<file path="src/rtl/updi_pkg.sv">
// Shared types for the UPDI receive path: parity modes and receive frame states.
package updi_pkg;

    typedef enum logic [1:0] {
        PARITY_NONE = 2'b00,
        PARITY_EVEN = 2'b01,
        PARITY_ODD  = 2'b10
    } parity_mode_t;

    typedef enum logic [1:0] {
        RX_IDLE,
        RX_DATA,
        RX_PARITY,
        RX_STOP
    } rx_state_t;

endpackage

</file>
<file path="src/rtl/updi_rx_frame_if.sv">
// Bit-stream input and word/status output bundle of the UPDI frame receiver.
interface updi_rx_frame_if #(
    parameter int DATA_BITS = 8
) ();
    // Raw two-bit mode: 2'b11 is legal on the wire and behaves as even.
    logic [1:0]           parity_mode;
    logic                 bit_valid;
    logic                 bit_in;
    logic [DATA_BITS-1:0] data_out;
    logic                 data_valid;
    logic                 parity_err;
    logic                 frame_err;
    logic                 busy;

    modport master (
        output parity_mode, bit_valid, bit_in,
        input  data_out, data_valid, parity_err, frame_err, busy
    );

    modport slave (
        input  parity_mode, bit_valid, bit_in,
        output data_out, data_valid, parity_err, frame_err, busy
    );
endinterface

</file>
<file path="src/rtl/parity.sv">
// Combinational parity of a word; PARITY selects the "even" or "odd" bit to send.
module parity #(
    parameter int    BITS   = 8,
    parameter string PARITY = "even"
) (
    input  logic [BITS-1:0] data,
    output logic            par
);
    // Even parity bit makes the total count of ones even.
    generate
        if (PARITY == "odd") begin : g_odd
            assign par = ~(^data);
        end else begin : g_even
            assign par = ^data;
        end
    endgenerate
endmodule

</file>
<file path="src/rtl/updi_rx_frame.sv">
// UPDI receive frame assembler: start, LSB-first data, optional parity, stop bits.
module updi_rx_frame
    import updi_pkg::*;
#(
    parameter int DATA_BITS = 8,
    parameter int STOP_BITS = 2
) (
    input  logic           clk,
    input  logic           rst,
    updi_rx_frame_if.slave rx
);
    localparam int             CW        = $clog2(DATA_BITS + 1);
    localparam logic [CW-1:0] LAST_DATA = CW'(DATA_BITS - 1);
    localparam logic [CW-1:0] LAST_STOP = CW'(STOP_BITS - 1);

    rx_state_t            state, state_nxt;
    logic [DATA_BITS-1:0] shreg;
    logic [CW-1:0]        cnt;
    logic [1:0]           mode;
    logic                 perr_acc;

    logic [DATA_BITS-1:0] dout_q;
    logic                 dv_q, perr_q, ferr_q;

    logic even_par, exp_par, has_par;
    logic start, shift, last_data, chk_par, stop_bit, done, busy_c;

    // Parity is taken over the fully assembled word once the data phase ends.
    parity #(.BITS(DATA_BITS), .PARITY("even")) u_parity (
        .data (shreg),
        .par  (even_par)
    );

    assign has_par = (mode != PARITY_NONE);
    assign exp_par = even_par ^ (mode == PARITY_ODD);

    always_ff @(posedge clk or posedge rst) begin
        if (rst) state <= RX_IDLE;
        else     state <= state_nxt;
    end

    always_comb begin
        state_nxt = state;
        if (rx.bit_valid) begin
            case (state)
                RX_IDLE:   if (!rx.bit_in) state_nxt = RX_DATA;
                RX_DATA:   if (cnt == LAST_DATA) state_nxt = has_par ? RX_PARITY : RX_STOP;
                RX_PARITY: state_nxt = RX_STOP;
                RX_STOP:   if (!rx.bit_in || cnt == LAST_STOP) state_nxt = RX_IDLE;
                default:   state_nxt = RX_IDLE;
            endcase
        end
    end

    always_comb begin
        start     = rx.bit_valid && (state == RX_IDLE) && !rx.bit_in;
        shift     = rx.bit_valid && (state == RX_DATA);
        last_data = shift && (cnt == LAST_DATA);
        chk_par   = rx.bit_valid && (state == RX_PARITY);
        stop_bit  = rx.bit_valid && (state == RX_STOP);
        // A zero stop bit ends the frame at once instead of waiting out the rest.
        done      = stop_bit && (!rx.bit_in || cnt == LAST_STOP);
        busy_c    = (state != RX_IDLE);
    end

    always_ff @(posedge clk or posedge rst) begin
        if (rst) begin
            shreg    <= '0;
            cnt      <= '0;
            mode     <= 2'b00;
            perr_acc <= 1'b0;
            dout_q   <= '0;
            dv_q     <= 1'b0;
            perr_q   <= 1'b0;
            ferr_q   <= 1'b0;
        end else begin
            dv_q <= done;
            if (start) begin
                mode     <= rx.parity_mode;
                shreg    <= '0;
                cnt      <= '0;
                perr_acc <= 1'b0;
            end
            if (shift) begin
                shreg <= {rx.bit_in, shreg[DATA_BITS-1:1]};
                cnt   <= last_data ? '0 : cnt + CW'(1);
            end
            if (chk_par) begin
                perr_acc <= (rx.bit_in != exp_par);
                cnt      <= '0;
            end
            if (stop_bit) cnt <= cnt + CW'(1);
            if (done) begin
                dout_q <= shreg;
                perr_q <= perr_acc;
                ferr_q <= !rx.bit_in;
            end
        end
    end

    assign rx.data_out   = dout_q;
    assign rx.data_valid = dv_q;
    assign rx.parity_err = perr_q;
    assign rx.frame_err  = ferr_q;
    assign rx.busy       = busy_c;

endmodule

</file>
<file path="src/flat_wrapper.sv">
// flat-port wrapper written by rule: the top's interface ports become plain ports
module updi_rx_frame_flat import updi_pkg::*;
#(
    parameter int DATA_BITS = 8,
    parameter int STOP_BITS = 2
)
  (clk, rst, rx_parity_mode, rx_bit_valid, rx_bit_in, rx_data_out, rx_data_valid, rx_parity_err, rx_frame_err, rx_busy);
  updi_rx_frame_if #(.DATA_BITS(DATA_BITS)) rx_i ();
  input  logic clk;
  input  logic rst;
  input wire logic [$bits(rx_i.parity_mode)-1:0] rx_parity_mode;
  input wire logic [$bits(rx_i.bit_valid)-1:0] rx_bit_valid;
  input wire logic [$bits(rx_i.bit_in)-1:0] rx_bit_in;
  output wire logic [$bits(rx_i.data_out)-1:0] rx_data_out;
  output wire logic [$bits(rx_i.data_valid)-1:0] rx_data_valid;
  output wire logic [$bits(rx_i.parity_err)-1:0] rx_parity_err;
  output wire logic [$bits(rx_i.frame_err)-1:0] rx_frame_err;
  output wire logic [$bits(rx_i.busy)-1:0] rx_busy;
  assign rx_i.parity_mode = rx_parity_mode;
  assign rx_i.bit_valid = rx_bit_valid;
  assign rx_i.bit_in = rx_bit_in;
  assign rx_data_out = rx_i.data_out;
  assign rx_data_valid = rx_i.data_valid;
  assign rx_parity_err = rx_i.parity_err;
  assign rx_frame_err = rx_i.frame_err;
  assign rx_busy = rx_i.busy;
  updi_rx_frame #(.DATA_BITS(DATA_BITS), .STOP_BITS(STOP_BITS)) u_core (.clk(clk), .rst(rst), .rx(rx_i));
endmodule
</file>
<file path="config.mk">
export PLATFORM = sky130hd
export DESIGN_NAME = updi_rx_frame_flat
export DESIGN_NICKNAME = d
export VERILOG_FILES = /design/src/rtl/updi_pkg.sv /design/src/rtl/updi_rx_frame_if.sv /design/src/rtl/parity.sv /design/src/rtl/updi_rx_frame.sv /design/src/flat_wrapper.sv
export SDC_FILE = /design/constraint.sdc
export NUM_CORES = 1
export LEC_CHECK = 0
export ABC_AREA = 1
export BUFFER_PORTS_ARGS = -buffer_cell sky130_fd_sc_hd__clkbuf_2
export CAP_MARGIN = 20
export CELL_PAD_IN_SITES_DETAIL_PLACEMENT = 1
export CELL_PAD_IN_SITES_GLOBAL_PLACEMENT = 1
export CORE_UTILIZATION = 45
export CTS_BUF_LIST = sky130_fd_sc_hd__clkbuf_16
export DETAILED_ROUTE_END_ITERATION = 10
export PLACE_DENSITY = 0.94
export REMOVE_ABC_BUFFERS = 1
export SYNTH_ARGS = -nofsm -noshare
export SYNTH_HDL_FRONTEND = slang
export SYNTH_HIERARCHICAL = 1
export SYNTH_SLANG_ARGS = --single-unit
export TNS_END_PERCENT = 30
</file>
<file path="constraint.sdc">
create_clock -name clk -period 3 [get_ports clk]
set_clock_uncertainty 0.05 [all_clocks]
set_input_delay 0.6 -clock clk [delete_from_list [all_inputs] [get_ports clk]]
set_output_delay 0.6 -clock clk [all_outputs]
set_load 0.01 [all_outputs]
</file>
==> results of run 1 <==
-- layer usage --
metal  up-vias  share of wire, %  global-route usage [%]
met5         -                 0                       0
met4         0               1.8                    9.97
li1        653                 -                       -
met3         6               2.0                    4.11
met1       674                42                    29.9
met2        17                54                    46.8
-- cells by family after synthesis --
kind of cell             synth area share [%]
adder cells (fa/ha/maj)                  5.74
flip-flops                               45.9
AO/OA/AOI/OAI                            10.0
AND/OR/NAND/NOR                          26.9
buffers and inverters                    10.9
XOR/XNOR                                0.574
-- final timing paths --
| path | slack [ns] | end | cells after the start | start |
|---|---|---|---|---|
| setup / recovery | 1.09 | rx_busy | 4 | u_core/state[0]$_DFFE_PP0P_ |
| hold reg to reg | 0.43 | u_core/rx.data_out[6]$_DFFE_PP0P_ | 2 | u_core/rx.data_out[6]$_DFFE_PP0P_ |
| min in group clk | 0.43 | u_core/rx.data_out[6]$_DFFE_PP0P_ | 2 | u_core/rx.data_out[6]$_DFFE_PP0P_ |
| max in group asynchronous | 2.30 | u_core/shreg[6]$_DFFE_PP0P_ | 3 | rst |
| hold / removal | 0.33 | u_core/cnt[3]$_DFFE_PP0P_ | 3 | rst |
| setup reg to reg | 1.31 | u_core/rx.parity_err$_DFFE_PP0P_ | 7 | u_core/state[0]$_DFFE_PP0P_ |
-- state kept, by name, indices dropped and copies added (netlist names) --
name,cells
u_core/rx.data_out,8
u_core/shreg,8
u_core/cnt,4
u_core/mode,2
u_core/state,2
u_core/perr_acc,1
u_core/rx.data_valid,1
u_core/rx.frame_err,1
u_core/rx.parity_err,1
-- critical path: stages (launching register included) --
cell,delay (ns)
dfrtp_1,0.42
inv_1,0.16
ha_1,0.25
inv_1,0.05
clkbuf_2,0.12
-- synth_stat cells, types with 2 or more instances --
master,n
o21ai_0,3
nand3_1,13
dfrtp_1,28
o22ai_1,8
inv_1,33
o21ai_2,4
nor2_1,8
nand2_2,3
nand4_1,2
ha_1,7
a21oi_1,2
o21ai_1,7
nand2_1,73
buf_6,3
-- placed cells by master, fill, tap and decap left out, types with 2 or more instances in the layout --
master,netlist,routed
nand4_1,2,2
nor2_1,8,8
a21oi_1,2,2
nand3_1,13,13
nand2_2,3,3
dfrtp_1,28,28
o21ai_2,4,4
inv_1,33,33
ha_1,7,7
clkbuf_2,0,17
nand2_1,73,73
clkbuf_16,0,3
o22ai_1,8,8
o21ai_0,3,3
o21ai_1,7,7
-- power groups by stage --
stage                     logic [mW]  clock network, mW  registers (mW)
after floorplan                0.623                  0           0.646
after global placement         0.825                  0           0.648
after detailed placement       0.878                  0           0.664
after CTS                      0.920              0.397           0.661
after global routing            1.04              0.408           0.681
final                          0.914              0.388           0.660
-- metrics by stage --
step | total power, mW | instances | hold slack, ns | setup slack, ns | util [%]
2_1_floorplan | 1.27 | 196 | 0.393 | 1.56 | -
3_3_place_gp | 1.47 | 258 | 0.418 | 1.34 | 52.4
3_5_place_dp | 1.54 | 258 | 0.421 | 1.24 | 52.4
4_1_cts | 1.98 | 262 | 0.342 | 1.08 | 55.8
5_1_grt | 2.13 | 262 | 0.381 | 0.998 | 55.8
6_report | 1.96 | 262 | 0.328 | 1.09 | 55.8
-- layout make-up --
type | count | area [um2]
fill | 404 | 1380
sequential | 28 | 701
multi-input combinational | 133 | 659
inverter | 35 | 133
timing repair buffer | 18 | 92.6
clock buffer | 3 | 75.1
tap | 44 | 55.1
clock inverter | 1 | 30.0
==> flow_metrics.tcl, run 1 <==
set metrics [dict create \
    slew_violations 0 \
    period_needed_ns 1.91 \
    ys_seq_area_share_pct 45.9 \
    portBuffers 17 \
    overflow 0 \
    placed_area_um2 1640 \
    critPathArrivalTime_ns 1.26 \
    tightestPinTransition_ns 0.440 \
    startpoint_type "flop" \
    required_ns 2.35 \
    holdBufCountCts 0 \
    p_comb_share_pct 46.6 \
    grt_usage_pct 25.8 \
    ant_nets 0 \
    core-area_um2 3130 \
    power.leakage_nw 0.939 \
    ys.flop_type "dfrtp_1" \
    nets 232 \
    numCtsBuffers 3 \
    crit_type "flop to output pin" \
    syn_to_final_growth_pct 14.3 \
    maxCapViolations 0 \
    postCtsSetupRepairBufs 0 \
    cts.root.buffer_cell "clkbuf_16" \
    path_max_fanout 5 \
    die_h_um 60.2 \
    clock_sinks 28 \
    fp.dieW_um 60.2 \
    io_pins 18 \
    fp-row-count 20 \
    min-delay-path-class "input pin to asynchronous set/reset pin" \
    synth.avg_cell_area_um2 7.67 \
    p_per_area_nw_per_um2 1120 \
    relSlewSlack_pct 70.6 \
    wire_per_inst_um 15.1 \
    yosysTopAreaCell "dfrtp_1" \
    clock_power_share_pct 19.8 \
    grt_pass1_wl_mm 6.71 \
    syn_inst 199 \
    end_kind "output pin" \
    gp_congestion 0.810 \
    yosys_warnings 6 \
    start_util_pct 48.8 \
    grt_pass1_vias 1419 \
    p_int_mw 1.09 \
    dp_hpwl_mm 2.89 \
    status "completed" \
    layout-drive-gt1-share_pct 14.7 \
    cts_tree "yes" \
    finalCritPeriodShare_pct 63.8 \
    drt-initial-drc-count 40 \
    fp.dieArea_um2 3630 \
    switching_share_pct 44.3 \
    grt_start_max_net_pins 29 \
    synth-edff-count 0 \
    clock_latency_ns 0.26 \
    antenna_found_initial 0 \
    max_freq_ghz 0.522 \
    path_clk_slew_ns 0.07 \
    setup_viol 0 \
    cts_resized 0 \
    yosysTopAreaCellShare_pct 45.9 \
    num_antenna_cells 0 \
    final_area_um2 1750 \
    remaining_drc_errors 0 \
    async_flop_share_pct 100 \
    vias_per_cell 5.15 \
    finalSetupTns_ns 0 \
    htree_levels 1 \
    sequentialPowerShare_pct 33.7 \
    rsz0062_at_grt "false" \
    synth_area_leaders "dfrtp_1 46%, nand2_1 18%, inv_1 8.1%" \
    wl_mm 3.97 \
    hold_viol 0 \
    power.switching_mw 0.869 \
    ir_drop_v 0.000617 \
    synth_cell_types 19 \
    dr.pass1.iters 4 \
    syn_area_um2 1530 \
    clk_path_buf_depth 2 \
    via_count 1350 \
    synth-seq-cells 28 \
]
No activity file was read; power rests on OpenSTA's default activity.
==> run 2, diff against run 1 <==
- ABC_AREA: 1 -> 0
- PLACE_DENSITY: 0.94 -> 0.89
- clock period: 3 -> 1.95 ns (I/O delays scaled with it)
==> run 2 against run 1 <==
The run now ends with design-rule violations left. Clock power rose by 16%. Sequential power rose by 56%. Cell count fell by 37%. First-iteration DRC count fell by 38%. Setup slack got worse by 1.0 ns. Register-to-register slack got worse by 1.3 ns. Die area fell by 11%. Core utilization barely moved. Global-route usage fell by 6.8 points.
==> flow_metrics.tcl, run 2 <==
set metrics [dict create \
    synth.most_common_cell "dfrtp_1" \
    layout_commonest_cell "dfrtp_1" \
    portBuffers 17 \
    fp.dieW_um 56.9 \
    die_h_um 56.9 \
    synth.avg_cell_area_um2 11.9 \
    cts_tree "yes" \
    wire_per_inst_um 17.1 \
    critPathArrivalTime_ns 2.00 \
    required_ns 2.04 \
    synth-edff-count 0 \
    slew_violations 0 \
    yosysTopAreaCell "dfrtp_1" \
    path_clk_slew_ns 0.07 \
    slowest_delay_ns 0.41 \
    period_needed_ns 1.90 \
    rsz0062_at_grt "true" \
    mostFrequentLayoutCells "28 x dfrtp_1, 17 x clkbuf_2, 12 x mux2_2" \
    io_pins 18 \
    clock_sinks 28 \
    htree_levels 1 \
    finalCritPeriodShare_pct 97.7 \
    dr.pass1.iters 7 \
    vias_per_cell 5.62 \
    gp_congestion 0.726 \
    hold_viol 0 \
    path_cells "inv_1 -> ha_1 -> inv_1 -> or3_1 -> a21oi_2 -> buf_6 -> mux2_2" \
    critPathMostFrequentCell "inv_1" \
    crit_type "flop to flop" \
    overflow 0 \
    final_area_um2 1570 \
    grt_pass1_vias 936 \
    synth_area_leaders "dfrtp_1 52%, mux2_2 10%, ha_1 6.5%" \
    holdBufCountCts 0 \
    regArea_um2 701 \
    syn_to_final_growth_pct 15.3 \
    drt-initial-drc-count 25 \
    syn_inst 114 \
    critical-path-top-delay-family "flip-flops" \
    violations "design-rule violations" \
    fp.dieArea_um2 3240 \
    fillerInstances 320 \
    yosysTopAreaCellShare_pct 51.6 \
    wl_mm 2.83 \
    fin_cells 165 \
    fp-row-count 19 \
    maxCapViolations 0 \
    placed_area_um2 1480 \
    start_util_pct 48.4 \
    tightestPinTransition_ns 0.570 \
    multi_input_area_um2 613 \
    numCtsBuffers 3 \
    ys_seq_area_share_pct 51.6 \
    remaining_drc_errors 4 \
    p_per_area_nw_per_um2 1730 \
    synth-seq-cells 28 \
    via_count 927 \
    layout-drive-gt1-share_pct 29.9 \
    synth.top_cells.by_count "28 x dfrtp_1, 12 x mux2_2, 9 x nand2_1" \
    dp_hpwl_mm 1.96 \
    setup_viol 0 \
    path_max_fanout 10 \
    slowest_stage "dfrtp_1" \
    cp-startpoint "u_core/cnt[1]$_DFFE_PP0P_" \
    dp.cells 161 \
    end_kind "flop" \
    ys.flop_type "dfrtp_1" \
    clock_latency_ns 0.26 \
    ant_nets 0 \
    min-delay-path-class "input pin to asynchronous set/reset pin" \
    ir_drop_v 0.000729 \
    nets 149 \
    crit_buf_inv 3 \
    grt_start_max_net_pins 29 \
    status "complete, but fails checks" \
    num_antenna_cells 0 \
    relSlewSlack_pct 61.6 \
    grt_usage_pct 19.0 \
    yosys_warnings 6 \
    async_flop_share_pct 100 \
    startpoint_type "flop" \
    core-area_um2 2810 \
    cts.root.buffer_cell "clkbuf_16" \
    antenna_found_initial 0 \
    max_freq_ghz 0.525 \
    synth_cell_types 31 \
    clk_path_buf_depth 2 \
    power.leakage_nw 0.756 \
    syn_area_um2 1360 \
    grt_pass1_wl_mm 4.61 \
    reg2reg_from "u_core/cnt[1]$_DFFE_PP0P_" \
]
[run 2: changes by cell type in the layout (fill, tap and decap cells not counted), sizes merged, moves of 2 or more]
cell and change:
nand2 -67, inv -27, mux2 +12, nand3 -12
xnor2 +8, a22o +7, nor2 -7, o22ai -7
o21ai -5, nor2b +3, buf +2, nand4 -2
[run 2: stage by stage]
step                      utilization, %  total power [mW]  hold slack [ns]  worst slack, ns  TNS [ns]
after floorplan                        -              1.88            0.405            0.113         0
after global placement              52.6              2.13            0.397            0.166         0
after detailed placement            52.6              2.21            0.405           0.0456         0
after CTS                           55.3              2.70            0.129           0.0364         0
after global routing                55.8              2.88            0.160          -0.0129   -0.0517
final                               55.8              2.70            0.121           0.0455         0
[run 2: kinds of logic after synthesis]
family	after synthesis	share of synthesized area [%]
xor+xnor	10	6.45
compound gates	27	14.7
mux	12	9.95
simple gates	20	7.37
fa+ha+maj	7	6.45
flops	28	51.6
buf+inv	10	3.41
[run 2: path summary, 6_finish.rpt]
| kind | endpoint | slack [ns] | depth (start not counted) |
|---|---|---|---|
| max | u_core/rx.data_out[0]$_DFFE_PP0P_ | 0.05 | 7 |
| min | u_core/rx.data_valid$_DFF_PP0_ | 0.12 | 3 |
| max reg2reg | u_core/rx.data_out[0]$_DFFE_PP0P_ | 0.05 | 7 |
| min reg2reg | u_core/rx.data_out[4]$_DFFE_PP0P_ | 0.46 | 1 |
| max in group asynchronous | u_core/mode[0]$_DFFE_PP0P_ | 1.46 | 3 |
| min in group clk | u_core/mode[0]$_DFFE_PP0P_ | 0.31 | 2 |
[run 2: power breakdown]
part	internal, mW	total, mW	switching [mW]
Clock	0.272	0.451	0.179
Sequential	0.816	1.03	0.209
Combinational	0.615	1.22	0.609
Total	1.70	2.70	0.997
[run 2: area by class of cell]
type / instances / share of cell area [%]
multi-input cells: 76 / 39.2
repair buffers: 20 / 7.11
well taps: 31 / 2.48
inverters: 7 / 1.68
flip-flops and latches: 28 / 44.8
clock buffers: 3 / 4.80
[run 2: metal layers]
metal,vias to the layer above,global-route usage (%),part of all wire (%)
met4,0,7.67,1.3
met1,465,26.0,47
met5,-,0,0
met2,14,30.8,50
met3,5,2.30,2.0
li1,443,-,-
[run 2: what timing repair did]
action	CTS	global route
setup buffers	0	1
setup endpoints to repair	0	11
gates resized for setup	0	2
[run 2: tightest hold or removal path, delay by kind of cell]
kind / cells / cell delay, ns
buf+inv: 3 / 0.45
==> run 3, diff against run 2 <==
--- a/config.mk
+++ b/config.mk
@@ -11,8 +11,8 @@
 export CELL_PAD_IN_SITES_DETAIL_PLACEMENT = 1
 export CELL_PAD_IN_SITES_GLOBAL_PLACEMENT = 1
-export CORE_UTILIZATION = 45
+export CORE_UTILIZATION = 31
 export CTS_BUF_LIST = sky130_fd_sc_hd__clkbuf_16
 export DETAILED_ROUTE_END_ITERATION = 10
-export PLACE_DENSITY = 0.89
+export PLACE_DENSITY_LB_ADDON = 0.1
 export REMOVE_ABC_BUFFERS = 1
 export SYNTH_ARGS = -nofsm -noshare
==> constraint.sdc (replaced) <==
create_clock -name clk -period 1.95 [get_ports clk]
set_clock_uncertainty 0.05 [all_clocks]
set_input_delay 0.4875 -clock clk [delete_from_list [all_inputs] [get_ports clk]]
set_output_delay 0.4875 -clock clk [all_outputs]
set_load 0.01 [all_outputs]
==> run 3 against run 2 <==
The run now ends clean. Global-route usage down 5.8 points. Clock power rose by 2%. Count of clock-buffer cells in the layout did not move. Flip-flop and latch count did not move. Via count down 0.43%. Largest cell class unchanged. Highest routed layer unchanged.
==> flow_metrics.tcl, run 3 (synthesis results as in run 2) <==
set metrics [dict create \
    fp.dieArea_um2 4650 \
    ant_nets 0 \
    slew_violations 0 \
    p_int_mw 1.70 \
    num_antenna_cells 0 \
    critical-path-top-delay-family "flip-flops" \
    mostFrequentLayoutCells "28 x dfrtp_1, 17 x clkbuf_2, 12 x mux2_2" \
    p_comb_share_pct 44.2 \
    fp-row-count 23 \
    max_freq_ghz 0.545 \
    critPathMostFrequentCell "inv_1" \
    overflow 0 \
    maxCapViolations 0 \
    cts_resized 0 \
    clock_sinks 28 \
    grt_start_max_net_pins 29 \
    antenna_found_initial 0 \
    remaining_drc_errors 0 \
    reg2reg_from "u_core/cnt[1]$_DFFE_PP0P_" \
    tightestPinTransition_ns 0.590 \
    clk_path_buf_depth 2 \
    switching_share_pct 36.0 \
    drt-initial-drc-count 21 \
    min-delay-path-class "input pin to asynchronous set/reset pin" \
    ir_drop_v 0.000579 \
    path_cells "inv_1 -> ha_1 -> inv_1 -> or3_1 -> a21oi_2 -> buf_4 -> mux2_2" \
    r2r-end "u_core/rx.data_out[5]$_DFFE_PP0P_" \
    layout_commonest_cell "dfrtp_1" \
    crit_buf_inv 3 \
    startpoint_type "flop" \
    grt_pass1_wl_mm 4.49 \
    holdBufCountCts 0 \
    dr.pass1.iters 3 \
    end_kind "flop" \
    required_ns 2.05 \
    critPathArrivalTime_ns 1.93 \
    start_util_pct 33.0 \
    r2r_setup_slack_ns 0.11 \
    htree_levels 1 \
    gp_congestion 0.701 \
    wl_mm 2.55 \
    cts.root.buffer_cell "clkbuf_16" \
    path_clk_slew_ns 0.07 \
    portBuffers 17 \
    dp_hpwl_mm 1.86 \
    multi_input_area_um2 611 \
    wire_per_inst_um 13.8 \
    period_needed_ns 1.84 \
    finalSetupTns_ns 0 \
    hold_viol 0 \
    setup_viol 0 \
    crit_type "flop to flop" \
    via_count 923 \
    finalCritPeriodShare_pct 94.1 \
    postCtsSetupRepairBufs 0 \
    die_h_um 68.2 \
    cts_tree "yes" \
    layout-drive-gt1-share_pct 28.9 \
    slowest_stage "dfrtp_1" \
    slowest_delay_ns 0.41 \
    clock_power_share_pct 17.4 \
    status "completed" \
    grt_usage_pct 13.2 \
    path_max_fanout 11 \
    power.leakage_nw 0.757 \
    fp.dieW_um 68.2 \
    core-area_um2 4120 \
    grt_pass1_vias 964 \
    regArea_um2 701 \
    nets 149 \
    fillerInstances 458 \
    cp.depth 7 \
    sequentialPowerShare_pct 38.4 \
    syn_to_final_growth_pct 16.9 \
    numCtsBuffers 3 \
    relSlewSlack_pct 60.4 \
    vias_per_cell 4.99 \
    ff2ff_path_depth 7 \
    p_per_area_nw_per_um2 1670 \
    rsz0062_at_grt "false" \
    fin_util_pct 38.6 \
    power.switching_mw 0.955 \
    clock_latency_ns 0.26 \
    io_pins 18 \
]
[run 3: layout make-up]
class	instances	area share, %
clock buffers	3	4.73
clock inverters	1	0.237
inverters	7	1.66
multi-input cells	76	38.5
flip-flops and latches	28	44.2
well taps	50	3.94
repair buffers	20	6.78
[run 3: power groups by stage]
stage          sequential (mW)  combinational [mW]  clock, mW
6_report                  1.02                1.17      0.462
5_1_grt                   1.06                1.33      0.500
4_1_cts                   1.02                1.20      0.483
3_5_place_dp              1.03                1.19          0
3_3_place_gp              1.02                1.16          0
2_1_floorplan             1.02               0.860          0
[run 3: worst min-delay path: stages]
cell and delay (ns):
clkbuf_2 0.08, inv_1 0.04, buf_4 0.33
[run 3: layer usage]
layer  track usage [%]  up-vias  wire, um
met2              21.1       15      1160
met3              4.00        4        88
met4              3.91        0        31
li1                  -      443         -
met1              16.9      461      1270
met5                 0        -         0
[run 3: worst max path at each step]
stage                                start                           endpoint  slack, ns
4_1_cts          u_core/cnt[1]$_DFFE_PP0P_  u_core/rx.data_out[1]$_DFFE_PP0P_        0.1
6_report         u_core/cnt[1]$_DFFE_PP0P_  u_core/rx.data_out[5]$_DFFE_PP0P_       0.11
5_1_grt          u_core/cnt[1]$_DFFE_PP0P_  u_core/rx.data_out[7]$_DFFE_PP0P_      0.005
3_5_place_dp     u_core/cnt[1]$_DFFE_PP0P_  u_core/rx.data_out[1]$_DFFE_PP0P_       0.11
3_3_place_gp   u_core/state[0]$_DFFE_PP0P_          u_core/cnt[2]$_DFFE_PP0P_       0.15
2_1_floorplan    u_core/cnt[1]$_DFFE_PP0P_  u_core/rx.data_out[0]$_DFFE_PP0P_       0.11
[run 3: through the flow]
stage / hold slack, ns / area (um2) / setup slack [ns] / std cells / power (mW)
6_report: 0.217 / 1590 / 0.114 / 185 / 2.65
5_1_grt: 0.259 / 1590 / 0.00494 / 185 / 2.88
4_1_cts: 0.229 / 1590 / 0.0961 / 185 / 2.70
3_5_place_dp: 0.448 / 1510 / 0.109 / 181 / 2.22
3_3_place_gp: 0.442 / 1510 / 0.154 / 181 / 2.18
2_1_floorplan: 0.410 / 1340 / 0.113 / 111 / 1.88
